## config.mk

```make
export PLATFORM = sky130hd
export DESIGN_NAME = mssb_echo_responder
export DESIGN_NICKNAME = d
export VERILOG_FILES = /design/src/rtl/mssb_echo_responder.sv
export SDC_FILE = /design/constraint.sdc
export NUM_CORES = 1
export LEC_CHECK = 0
export CAP_MARGIN = 30
export CORE_MARGIN = 4
export CORE_UTILIZATION = 64
export CTS_BUF_LIST = sky130_fd_sc_hd__clkbuf_4 sky130_fd_sc_hd__clkbuf_8 sky130_fd_sc_hd__clkbuf_16
export DETAILED_ROUTE_END_ITERATION = 7
export GPL_TIMING_DRIVEN = 1
export PLACE_DENSITY = 0.86
export SLEW_MARGIN = 20
export SYNTH_ARGS = -nofsm -noshare
export SYNTH_HDL_FRONTEND = slang
export SYNTH_SLANG_ARGS = --single-unit
export TNS_END_PERCENT = 30
```

## constraint.sdc

```tcl
create_clock -name OPB_CLK -period 16.2 [get_ports OPB_CLK]
set_clock_uncertainty 0.1 [all_clocks]
set_input_delay 3.24 -clock OPB_CLK [delete_from_list [all_inputs] [get_ports OPB_CLK]]
set_output_delay 3.24 -clock OPB_CLK [all_outputs]
set_load 0.1 [all_outputs]
```

## src/rtl/mssb_echo_responder.sv

```systemverilog
//==============================================================================
// Module      : mssb_echo_responder (with companion cmn_uart)
// Description : Far-end peer of the MSSB loopback tester. Bytes received on
//               MSSB_RX are buffered in a small FIFO and echoed back on
//               MSSB_TX in arrival order. OPB-readable counters let the link
//               be qualified from both boards.
// Ports       : OPB_CLK, OPB_RST (async, active-high), OPB_ADDR[31:0]
//               (only [3:0] decoded), OPB_DI[31:0], MSSB_ECHO_RE,
//               MSSB_ECHO_WE, OPB_DO[31:0] (registered read data),
//               MSSB_TX (UART out), MSSB_RX (UART in).
// Registers   : 0 CTRL {invert, clr, echo_en}; 1 STATUS {tx_busy, overflow,
//               fifo_level}; 2 RX_BYTES; 3 TX_BYTES; 4 DROP_BYTES.
// Config      : define MSSB_ECHO_INVERT_EN to make CTRL[2] a live invert bit.
// Revision    : 1.0 - initial release
//==============================================================================
`default_nettype none

// Minimal byte UART: 8N1, LSB first, stream handshakes on both directions.
module cmn_uart #(
  parameter int BAUD_RATE       = 921600,
  parameter int CLOCK_FREQUENCY = 100000000
) (
  input  logic       clk,
  input  logic       rst,
  input  logic [7:0] data_stream_in,
  input  logic       data_stream_in_stb,
  output logic       data_stream_in_ack,
  output logic [7:0] data_stream_out,
  output logic       data_stream_out_stb,
  input  logic       data_stream_out_ack,
  output logic       tx,
  input  logic       rx,
  input  logic       uart_active,
  output logic [7:0] debug,
  output logic       next_command_ready
);
  localparam logic [15:0] c_BIT_LAST  = 16'(CLOCK_FREQUENCY / BAUD_RATE - 1);
  localparam logic [15:0] c_HALF_LAST = 16'(CLOCK_FREQUENCY / BAUD_RATE / 2 - 1);

  logic        r_rx_s1, r_rx_s2, r_rx_busy;
  logic [15:0] r_rx_cnt;
  logic [3:0]  r_rx_bit;
  logic [7:0]  r_rx_shift;

  logic        r_tx_busy;
  logic [15:0] r_tx_cnt;
  logic [3:0]  r_tx_bit;
  logic [9:0]  r_tx_frame;

  // Receiver: bit 0 is the start bit (re-checked at its centre to reject
  // glitches), bits 1..8 are data, bit 9 is the stop bit.
  always_ff @(posedge clk or posedge rst) begin
    if (rst) begin
      r_rx_s1             <= 1'b1;
      r_rx_s2             <= 1'b1;
      r_rx_busy           <= 1'b0;
      r_rx_cnt            <= '0;
      r_rx_bit            <= '0;
      r_rx_shift          <= '0;
      data_stream_out     <= '0;
      data_stream_out_stb <= 1'b0;
    end else begin
      r_rx_s1 <= rx;
      r_rx_s2 <= r_rx_s1;
      if (data_stream_out_ack) data_stream_out_stb <= 1'b0;
      if (!r_rx_busy) begin
        if (uart_active && !r_rx_s2) begin
          r_rx_busy <= 1'b1;
          r_rx_cnt  <= c_HALF_LAST;
          r_rx_bit  <= 4'd0;
        end
      end else if (r_rx_cnt != 16'd0) begin
        r_rx_cnt <= r_rx_cnt - 16'd1;
      end else begin
        r_rx_cnt <= c_BIT_LAST;
        if (r_rx_bit == 4'd0) begin
          if (r_rx_s2) r_rx_busy <= 1'b0;
          else         r_rx_bit  <= 4'd1;
        end else if (r_rx_bit == 4'd9) begin
          r_rx_busy <= 1'b0;
          if (r_rx_s2) begin
            data_stream_out     <= r_rx_shift;
            data_stream_out_stb <= 1'b1;
          end
        end else begin
          r_rx_shift <= {r_rx_s2, r_rx_shift[7:1]};
          r_rx_bit   <= r_rx_bit + 4'd1;
        end
      end
    end
  end

  // Transmitter: the ack is a one-cycle pulse issued when a byte is taken.
  always_ff @(posedge clk or posedge rst) begin
    if (rst) begin
      tx                 <= 1'b1;
      data_stream_in_ack <= 1'b0;
      r_tx_busy          <= 1'b0;
      r_tx_cnt           <= '0;
      r_tx_bit           <= '0;
      r_tx_frame         <= '1;
    end else begin
      data_stream_in_ack <= 1'b0;
      if (!r_tx_busy) begin
        if (uart_active && data_stream_in_stb && !data_stream_in_ack) begin
          data_stream_in_ack <= 1'b1;
          r_tx_busy          <= 1'b1;
          r_tx_frame         <= {1'b1, data_stream_in, 1'b0};
          tx                 <= 1'b0;
          r_tx_cnt           <= c_BIT_LAST;
          r_tx_bit           <= 4'd0;
        end
      end else if (r_tx_cnt != 16'd0) begin
        r_tx_cnt <= r_tx_cnt - 16'd1;
      end else if (r_tx_bit == 4'd9) begin
        r_tx_busy <= 1'b0;
        tx        <= 1'b1;
      end else begin
        r_tx_frame <= {1'b1, r_tx_frame[9:1]};
        tx         <= r_tx_frame[1];
        r_tx_bit   <= r_tx_bit + 4'd1;
        r_tx_cnt   <= c_BIT_LAST;
      end
    end
  end

  assign debug              = {6'd0, r_rx_busy, r_tx_busy};
  assign next_command_ready = ~r_tx_busy;
endmodule

module mssb_echo_responder #(
  parameter int BAUD_RATE       = 921600,
  parameter int CLOCK_FREQUENCY = 100000000,
  parameter int FIFO_AW         = 4
) (
  input  logic        OPB_CLK,
  input  logic        OPB_RST,
  input  logic [31:0] OPB_ADDR,
  input  logic [31:0] OPB_DI,
  input  logic        MSSB_ECHO_RE,
  input  logic        MSSB_ECHO_WE,
  output logic [31:0] OPB_DO,
  output logic        MSSB_TX,
  input  logic        MSSB_RX
);
  localparam int          c_DEPTH   = 2 ** FIFO_AW;
  localparam logic [19:0] c_CNT_MAX = 20'hFFFFF;

  typedef enum logic [0:0] {TX_IDLE = 1'b0, TX_STB = 1'b1} tx_state_t;

  tx_state_t          r_state, w_next_state;
  logic               r_echo_en, r_clr, r_overflow;
  logic               w_invert;
  logic [19:0]        r_rx_bytes, r_tx_bytes, r_drop_bytes;
  logic [7:0]         r_fifo_mem [c_DEPTH];
  logic [FIFO_AW:0]   r_wr_ptr, r_rd_ptr, w_fifo_level;
  logic               w_empty, w_full;
  logic               w_accept, w_push, w_pop, w_drop, w_ovf, w_tx_done, w_tx_busy;
  logic [7:0]         r_data_stream_in;
  logic               r_data_stream_in_stb, w_data_stream_in_ack;
  logic [7:0]         w_data_stream_out;
  logic               w_data_stream_out_stb, r_data_stream_out_ack;
  logic [31:0]        w_rd_data;
  logic [7:0]         w_unused_debug;
  logic               w_unused_ncr;
  logic               w_unused_opb;

  assign w_unused_opb = ^{OPB_ADDR[31:4], OPB_DI[31:2]};

  cmn_uart #(
    .BAUD_RATE       (BAUD_RATE),
    .CLOCK_FREQUENCY (CLOCK_FREQUENCY)
  ) u_uart (
    .clk                 (OPB_CLK),
    .rst                 (OPB_RST),
    .data_stream_in      (r_data_stream_in),
    .data_stream_in_stb  (r_data_stream_in_stb),
    .data_stream_in_ack  (w_data_stream_in_ack),
    .data_stream_out     (w_data_stream_out),
    .data_stream_out_stb (w_data_stream_out_stb),
    .data_stream_out_ack (r_data_stream_out_ack),
    .tx                  (MSSB_TX),
    .rx                  (MSSB_RX),
    .uart_active         (1'b1),
    .debug               (w_unused_debug),
    .next_command_ready  (w_unused_ncr)
  );

  function automatic logic [19:0] f_sat_inc(input logic [19:0] v);
    return (v == c_CNT_MAX) ? v : v + 20'd1;
  endfunction

  // FIFO status from FIFO_AW+1 bit wrapping pointers.
  assign w_fifo_level = r_wr_ptr - r_rd_ptr;
  assign w_empty      = (r_wr_ptr == r_rd_ptr);
  assign w_full       = (r_wr_ptr[FIFO_AW] != r_rd_ptr[FIFO_AW]) &&
                        (r_wr_ptr[FIFO_AW-1:0] == r_rd_ptr[FIFO_AW-1:0]);

  // A byte arriving during a clr pulse is discarded without being counted.
  assign w_accept = w_data_stream_out_stb & r_data_stream_out_ack & ~r_clr;
  assign w_push   = w_accept & r_echo_en & ~w_full;
  assign w_drop   = w_accept & ~w_push;
  assign w_ovf    = w_accept & r_echo_en & w_full;
  assign w_tx_busy = (r_state != TX_IDLE);

`ifdef MSSB_ECHO_INVERT_EN
  logic r_invert;
  always_ff @(posedge OPB_CLK or posedge OPB_RST) begin
    if (OPB_RST) r_invert <= 1'b0;
    else if (MSSB_ECHO_WE && OPB_ADDR[3:0] == 4'd0) r_invert <= OPB_DI[2];
  end
  assign w_invert = r_invert;
`else
  assign w_invert = 1'b0;
`endif

  // TX FSM: state register.
  always_ff @(posedge OPB_CLK or posedge OPB_RST) begin
    if (OPB_RST) r_state <= TX_IDLE;
    else         r_state <= w_next_state;
  end

  // TX FSM: next state; a pop is suppressed during clr since the FIFO is
  // being flushed in that same cycle.
  always_comb begin
    w_next_state = r_state;
    w_pop        = 1'b0;
    w_tx_done    = 1'b0;
    case (r_state)
      TX_IDLE: begin
        if (r_echo_en && !w_empty && !r_clr) begin
          w_next_state = TX_STB;
          w_pop        = 1'b1;
        end
      end
      TX_STB: begin
        if (w_data_stream_in_ack) begin
          w_next_state = TX_IDLE;
          w_tx_done    = 1'b1;
        end
      end
      default: w_next_state = TX_IDLE;
    endcase
  end

  always_ff @(posedge OPB_CLK) begin
    if (w_push) r_fifo_mem[r_wr_ptr[FIFO_AW-1:0]] <= w_data_stream_out;
  end

  always_ff @(posedge OPB_CLK or posedge OPB_RST) begin
    if (OPB_RST) begin
      r_echo_en             <= 1'b0;
      r_clr                 <= 1'b0;
      r_overflow            <= 1'b0;
      r_rx_bytes            <= '0;
      r_tx_bytes            <= '0;
      r_drop_bytes          <= '0;
      r_wr_ptr              <= '0;
      r_rd_ptr              <= '0;
      r_data_stream_in      <= '0;
      r_data_stream_in_stb  <= 1'b0;
      r_data_stream_out_ack <= 1'b0;
    end else begin
      r_clr <= 1'b0;
      if (MSSB_ECHO_WE && OPB_ADDR[3:0] == 4'd0) begin
        r_echo_en <= OPB_DI[0];
        r_clr     <= OPB_DI[1];
      end

      r_data_stream_out_ack <= w_data_stream_out_stb & ~r_data_stream_out_ack;

      if (w_pop) begin
        r_data_stream_in     <= w_invert ? ~r_fifo_mem[r_rd_ptr[FIFO_AW-1:0]]
                                         :  r_fifo_mem[r_rd_ptr[FIFO_AW-1:0]];
        r_data_stream_in_stb <= 1'b1;
      end else if (w_tx_done) begin
        r_data_stream_in_stb <= 1'b0;
      end

      if (r_clr) begin
        r_wr_ptr     <= '0;
        r_rd_ptr     <= '0;
        r_rx_bytes   <= '0;
        r_drop_bytes <= '0;
        r_overflow   <= 1'b0;
        // An in-flight byte finishing during clr lands in the fresh count.
        r_tx_bytes   <= w_tx_done ? 20'd1 : 20'd0;
      end else begin
        if (w_push)    r_wr_ptr     <= r_wr_ptr + 1'b1;
        if (w_pop)     r_rd_ptr     <= r_rd_ptr + 1'b1;
        if (w_accept)  r_rx_bytes   <= f_sat_inc(r_rx_bytes);
        if (w_drop)    r_drop_bytes <= f_sat_inc(r_drop_bytes);
        if (w_ovf)     r_overflow   <= 1'b1;
        if (w_tx_done) r_tx_bytes   <= f_sat_inc(r_tx_bytes);
      end
    end
  end

  always_comb begin
    w_rd_data = '0;
    case (OPB_ADDR[3:0])
      4'd0: begin
        w_rd_data[0] = r_echo_en;
        w_rd_data[2] = w_invert;
      end
      4'd1: begin
        w_rd_data[FIFO_AW:0] = w_fifo_level;
        w_rd_data[16]        = r_overflow;
        w_rd_data[17]        = w_tx_busy;
      end
      4'd2:    w_rd_data[19:0] = r_rx_bytes;
      4'd3:    w_rd_data[19:0] = r_tx_bytes;
      4'd4:    w_rd_data[19:0] = r_drop_bytes;
      default: w_rd_data = '0;
    endcase
  end

  // Read data is only non-zero in the cycle following a read strobe.
  always_ff @(posedge OPB_CLK or posedge OPB_RST) begin
    if (OPB_RST)           OPB_DO <= '0;
    else if (MSSB_ECHO_RE) OPB_DO <= w_rd_data;
    else                   OPB_DO <= '0;
  end
endmodule

`default_nettype wire

```

==> results of run 1 <==
## flip-flops by register name (all words and copies together), names as in the netlist, 5 cells and up
| signal | count |
|---|---|
| u_uart.r_tx_frame | 8 |
| r_drop_bytes | 20 |
| r_rx_bytes | 20 |
| r_rd_ptr | 5 |
| u_uart.r_rx_shift | 8 |
| r_wr_ptr | 5 |
| u_uart.r_rx_cnt | 16 |
| r_tx_bytes | 20 |
| OPB_DO | 20 |
| u_uart.r_tx_cnt | 16 |
| r_data_stream_in | 8 |
| u_uart.data_stream_out | 8 |
| r_fifo_mem | 128 |
## layout make-up
class                           count  area share
Clock buffer                       47      0.0595
Tap cell                          280      0.0222
Inverter                           31     0.00770
Multi-Input combinational cell    765       0.349
Timing Repair Buffer               49      0.0307
Clock inverter                     11     0.00762
Sequential cell                   303       0.523
## power breakdown
group	switching, mW	internal, mW
Sequential	0.00120	0.797
Combinational	0.0283	0.00731
Clock	0.292	0.433
Total	0.322	1.24
## worst paths after layout
check / from / end / slack, ns / cells past startpoint
setup / recovery: u_uart.tx$_DFFE_PP1P_ / MSSB_TX / 10.65 / 1
hold / removal: u_uart.r_rx_s1$_DFF_PP1_ / u_uart.r_rx_s2$_DFF_PP1_ / 0.26 / 0
setup reg to reg: r_rd_ptr[1]$_DFFE_PP0P_ / r_fifo_mem[13][3]$_DFFE_PP_ / 12.27 / 7
hold reg to reg: u_uart.r_rx_s1$_DFF_PP1_ / u_uart.r_rx_s2$_DFF_PP1_ / 0.26 / 0
max in group asynchronous: OPB_RST / u_uart.r_tx_frame[2]$_DFFE_PP1P_ / 11.73 / 5
min in group asynchronous: OPB_RST / r_echo_en$_DFFE_PP0P_ / 2.98 / 2
## cells by family after synthesis
logic type	count (synthesis)	synth area share
other	1	0.000265
and+or+nand+nor	377	0.139
muxes	88	0.0949
xor gates and xnor gates	40	0.0248
adders and majority gates	22	0.0200
DFF	303	0.582
buffers and inverters	97	0.0319
AOI/OAI and AO/OA	226	0.107
## cells in the mapped netlist (5+ instances only)
master      n
a22oi_1    25
a31oi_1    22
and4_1     10
a211oi_1   10
nand2_1    74
mux2i_1     7
dfstp_2    11
nand3_1    31
o31ai_1     7
and3_1      9
o211ai_1    6
o21ai_0    43
dfrtp_1   164
nand2b_1    9
a21o_1     11
buf_4      15
or4_1      11
ha_1       21
a21oi_1    50
nor4_1     13
mux4_2     32
xnor2_1    25
clkbuf_1   38
inv_1      29
nor3b_1     5
a22o_1      5
xor2_1     15
and2_1      8
mux2_2     26
edfxtp_1  128
nand4_1    26
nor3_1     27
mux2_1     23
nor2_1     93
buf_2       7
nor2b_1    24
or3_1      18
## worst register-to-register path: cells and delay by family, from the launching register on
kind            cells  cell delay, ns
flops               1            0.36
fa+ha+maj           1            0.35
buf+inv             2            0.73
simple gates        3            1.30
compound gates      1            0.71
## per-stage QoR
step                      power [mW]  cell area (um^2)
after floorplan                0.841             14200
after global placement         0.847             14600
after detailed placement       0.847             14600
after CTS                       1.57             15700
after global routing            1.60             15800
final                           1.56             15800
## routing by layer
metal / part of all wire / track usage
met3: 0.061 / 0.0340
met5: 0 / 0
met1: 0.42 / 0.350
met2: 0.49 / 0.403
met4: 0.026 / 0.0653
==> impl_metrics.csv, run 1 <==
group,metric,value,unit
final_layout,stdcell_count,1486,
placed_design,routabilityCongestion,0.905,
timing,setup-tns-final,0,ns
die,die_w,157,um
clock_tree,root_buffer,"clkbuf_16",
clock_tree,cts_made_buffers,31,
die,dieHeight,157,um
logic_synthesis,yosysTopAreaCellShare,0.290,
clock_tree,clkTransAtPathRegs,0.07,ns
clock_tree,cts_tree,"yes",
setup_path,crit_chain,"clkdlybuf4s50_1",
timing,hold_viol,0,
setup_path,worstPathBufferInverterCount,1,
final_layout,area_growth,11.4,%
routing,drc_errors,0,
logic_synthesis,synth_seq_cells,303,
routing,wire_per_inst,20.0,um
setup_path,cp_max_fo,2,
timing,fin_crit_sh,0.343,
routing,routed_wl,29700,um
placed_design,portBuffers,31,
clock_tree,cts_buffer_depth,3,
global_routing,antenna_found_initial,0,
die,boundaryPins,102,
final_layout,mostFrequentLayoutCells,"dfrtp_1, edfxtp_1, nor2_1",
logic_synthesis,synth_area_leaders,"dfrtp_1, edfxtp_1, mux4_2",
final_layout,regArea,8240,um^2
logic_synthesis,seq_area_frac_synth,0.582,
routing,dr.pass1.iters,5,
die,rows,54,
clock_tree,post_cts_resized,0,
routing,viasPerCell,6.41,
global_routing,grt_overflow_total,0,
clock_tree,hold_buffers,0,
clock_tree,cts.htree.levels,1,
timing,setup_viol,0,
timing,slew_headroom,0.327,
final_layout,fillers,1405,
final_layout,layout_commonest_cell,"dfrtp_1",
die,fp.dieArea,24500,um^2
timing,fmax,180,MHz
logic_synthesis,yosys.area.top_type,"dfrtp_1",
setup_path,cp.arrival,2.21,ns
global_routing,grt_use_total,0.245,
run,max_cap_viol_count,0,
routing,num_vias,9518,
logic_synthesis,ys.warnings.count,0,
power_and_ir_drop,leakage,6.00,nW
setup_path,critPathCaptureType,"output port",
die,core,21800,um^2
global_routing,grt_start_max_net_pins,108,
global_routing,grt_pass1_vias,9319,
clock_tree,clkSinkCount,303,
final_layout,final_net_count,1272,
clock_tree,post_cts_buffers,0,
timing,fin_crit,5.55,ns
setup_path,criticalPathCategory,"flop to output port",
routing,first_iter_violations,987,
final_layout,drive_gt1_frac,0.141,
placed_design,place_ws,10.65,ns
timing,drv_slew,0,
die,initial_core_util,0.650,
timing,setup_slack,10.65,ns
setup_path,cp_top_family,"buffers and inverters",
clock_tree,clock_latency,0.57,ns
final_layout,antennaDiodeCount,0,
logic_synthesis,ys_dominant_reg_cell,"dfrtp_1",
power_and_ir_drop,powerDensity,98.9,nW/um^2
timing,whs,0.264,ns
power_and_ir_drop,ir_worst_vdd,0.117,mV
global_routing,grt_first_pass_wirelength,48600,um
hold_path,hp-class,"flop to flop",
logic_synthesis,synth_area,14100,um^2
timing,rsz0062_at_grt,"no",
final_layout,fin_util,0.724,
run_status,status,"complete, no violations",
logic_synthesis,async_reset_ff_frac,0.578,
setup_path,worstSetupStartpointType,"flop",
logic_synthesis,syn_inst,1154,
logic_synthesis,yosysUniqueCellTypes,81,
setup_path,required,12.86,ns
final_layout,multi_input_area,5510,um^2
routing,drt.antenna.violating_nets,0,
logic_synthesis,syn_avg_cell_area,12.3,um^2
setup_path,critPathSlowestCell,"clkdlybuf4s50_1",
placed_design,dpl.cell_count,1425,
timing,tightest_slew,1.01,ns
placed_design,dp_hpwl,19200,um
logic_synthesis,synth_edf_count,128,
setup_path,cp_slowest_stage_delay,1.13,ns
No activity file was read; power rests on OpenSTA's default activity.
==> run 2: changes to the inputs <==
--- a/config.mk
+++ b/config.mk
@@ -7,11 +7,11 @@
 export LEC_CHECK = 0
 export CAP_MARGIN = 30
 export CORE_MARGIN = 4
-export CORE_UTILIZATION = 64
+export CORE_UTILIZATION = 53
 export CTS_BUF_LIST = sky130_fd_sc_hd__clkbuf_4 sky130_fd_sc_hd__clkbuf_8 sky130_fd_sc_hd__clkbuf_16
 export DETAILED_ROUTE_END_ITERATION = 7
 export GPL_TIMING_DRIVEN = 1
-export PLACE_DENSITY = 0.86
+export PLACE_DENSITY = 0.76
 export SLEW_MARGIN = 20
 export SYNTH_ARGS = -nofsm -noshare
 export SYNTH_HDL_FRONTEND = slang
==> constraint.sdc (replaced) <==
create_clock -name OPB_CLK -period 4.5 [get_ports OPB_CLK]
set_clock_uncertainty 0.1 [all_clocks]
set_input_delay 0.9 -clock OPB_CLK [delete_from_list [all_inputs] [get_ports OPB_CLK]]
set_output_delay 0.9 -clock OPB_CLK [all_outputs]
set_load 0.1 [all_outputs]
==> impl_metrics.csv, run 2 (synthesis gave the netlist of run 1 again) <==
group,metric,value,unit
run_status,status,"complete, no violations",
setup_path,criticalPathCategory,"flop to flop",
setup_path,critPathCaptureType,"flop",
hold_path,hold_path_startpoint,"u_uart.r_rx_s1$_DFF_PP1_",
final_layout,area_growth,11.8,%
die,initial_core_util,0.541,
global_routing,grt_use_total,0.206,
final_layout,largest_reg_flops,128,
setup_path,worstSetupStartpointType,"flop",
final_layout,drive_gt1_frac,0.140,
clock_tree,clkTransAtPathRegs,0.06,ns
routing,wire_per_inst,19.5,um
timing,hold_viol,0,
setup_path,cp_max_fo,10,
clock_tree,post_cts_resized,0,
clock_tree,root_buffer,"clkbuf_16",
setup_path,r2r-start,"r_rd_ptr[3]$_DFFE_PP0P_",
clock_tree,hold_buffers,0,
setup_path,startpoint,"r_rd_ptr[3]$_DFFE_PP0P_",
clock_tree,post_cts_buffers,0,
global_routing,grt_pass1_vias,9344,
timing,fin_crit_sh,0.831,
placed_design,dp_hpwl,19800,um
power_and_ir_drop,total_power,5.59,mW
routing,routed_wl,30100,um
final_layout,final_net_count,1272,
clock_tree,clock_latency,0.56,ns
timing,setup_slack,0.759,ns
final_layout,layout_commonest_cell,"dfrtp_1",
clock_tree,cts_buffer_depth,3,
final_layout,fillers,1996,
global_routing,grt_start_max_net_pins,112,
routing,drt.antenna.violating_nets,0,
hold_path,hp-class,"flop to flop",
setup_path,required,4.57,ns
power_and_ir_drop,ir_worst_vdd,0.405,mV
power_and_ir_drop,powerDensity,354,nW/um^2
setup_path,worstPathBufferInverterCount,1,
placed_design,place_ws,0.814,ns
timing,fmax,267,MHz
placed_design,dpl.cell_count,1482,
final_layout,antennaDiodeCount,0,
routing,viasPerCell,6.11,
run,max_cap_viol_count,0,
placed_design,dpl_cell_area,14800,um^2
clock_tree,cts_tree,"yes",
clock_tree,clkSinkCount,303,
setup_path,cp_slowest_stage_delay,0.79,ns
clock_tree,cts.htree.levels,1,
power_and_ir_drop,leakage,5.97,nW
global_routing,antenna_found_initial,0,
die,boundaryPins,102,
timing,tightest_slew,0.996,ns
routing,first_iter_violations,823,
final_layout,mostFrequentLayoutCells,"dfrtp_1, edfxtp_1, nor2_1",
routing,num_vias,9411,
global_routing,grt_overflow_total,0,
clock_tree,cts_made_buffers,31,
setup_path,cp.arrival,3.81,ns
timing,rsz0062_at_grt,"no",
timing,drv_slew,0,
timing,whs,0.255,ns
placed_design,portBuffers,31,
timing,setup-tns-final,0,ns
global_routing,grt_first_pass_wirelength,49300,um
final_layout,fin_util,0.605,
timing,fin_crit,3.74,ns
timing,slew_headroom,0.334,
routing,dr.pass1.iters,5,
die,core,26100,um^2
timing,setup_viol,0,
die,rows,59,
routing,drc_errors,0,
placed_design,routabilityCongestion,0.855,
setup_path,crit_chain,"clkinv_1 > ha_1 > and4_1 > a211oi_1 > nand2_1 > nor2_1",
final_layout,stdcell_area,15800,um^2
setup_path,cp_top_family,"simple AND/OR/NAND/NOR gates",
setup_path,critPathSlowestCell,"nor2_1",
die,fp.dieArea,29400,um^2
die,die_w,171,um
final_layout,stdcell_count,1541,
die,dieHeight,171,um
## run 2: cell types whose count changed in the layout (fill, tap and decap cells not counted), moves of 2 or more
cell and delta:
clkinv_2 +2, buf_12 +2, buf_16 -2, clkinvlp_4 +5
clkbuf_4 -6
## run 2: cell type report
| type | count | area, um^2 | share of cell area |
|---|---|---|---|
| clock buffer | 39 | 855 | 0.0541 |
| tap | 335 | 419 | 0.0265 |
| multi-input combinational | 765 | 5510 | 0.348 |
| timing repair buffer | 49 | 473 | 0.0299 |
| sequential | 303 | 8240 | 0.521 |
| inverter | 31 | 120 | 0.00760 |
| clock inverter | 19 | 196 | 0.0124 |
## run 2: path summary, 6_finish.rpt
check | to | slack [ns] | depth (start not counted)
min in group asynchronous | r_rx_bytes[15]$_DFFE_PP0P_ | 0.73 | 3
worst max register to register | r_fifo_mem[14][6]$_DFFE_PP_ | 0.76 | 6
worst min register to register | u_uart.r_rx_s2$_DFF_PP1_ | 0.26 | 0
worst max-delay path | r_fifo_mem[14][6]$_DFFE_PP_ | 0.76 | 6
worst min-delay path | u_uart.r_rx_s2$_DFF_PP1_ | 0.26 | 0
max in group asynchronous | r_rd_ptr[1]$_DFFE_PP0P_ | 3.01 | 3
## run 2: worst register-to-register path: cells and delay by family (launching register included)
kind	cells	cell delay (ns)
and+or+nand+nor	3	1.31
AOI/OAI and AO/OA	1	0.68
DFF	1	0.54
adders and majority gates	1	0.42
buffers and inverters	1	0.31
## run 2: layer usage
| metal | vias up | share of wire | GRT usage |
|---|---|---|---|
| met4 | 0 | 0.022 | 0.0503 |
| met2 | 259 | 0.49 | 0.342 |
| met1 | 4722 | 0.43 | 0.292 |
| met3 | 48 | 0.051 | 0.0306 |
| li1 | 4382 | - | - |
| met5 | - | 0 | 0 |
## run 2: power by group
group / internal (mW) / total (mW) / switching (mW)
combinational: 0.0243 / 0.124 / 0.100
clock: 1.52 / 2.59 / 1.07
sequential: 2.87 / 2.87 / 0.00431
total: 4.42 / 5.59 / 1.17
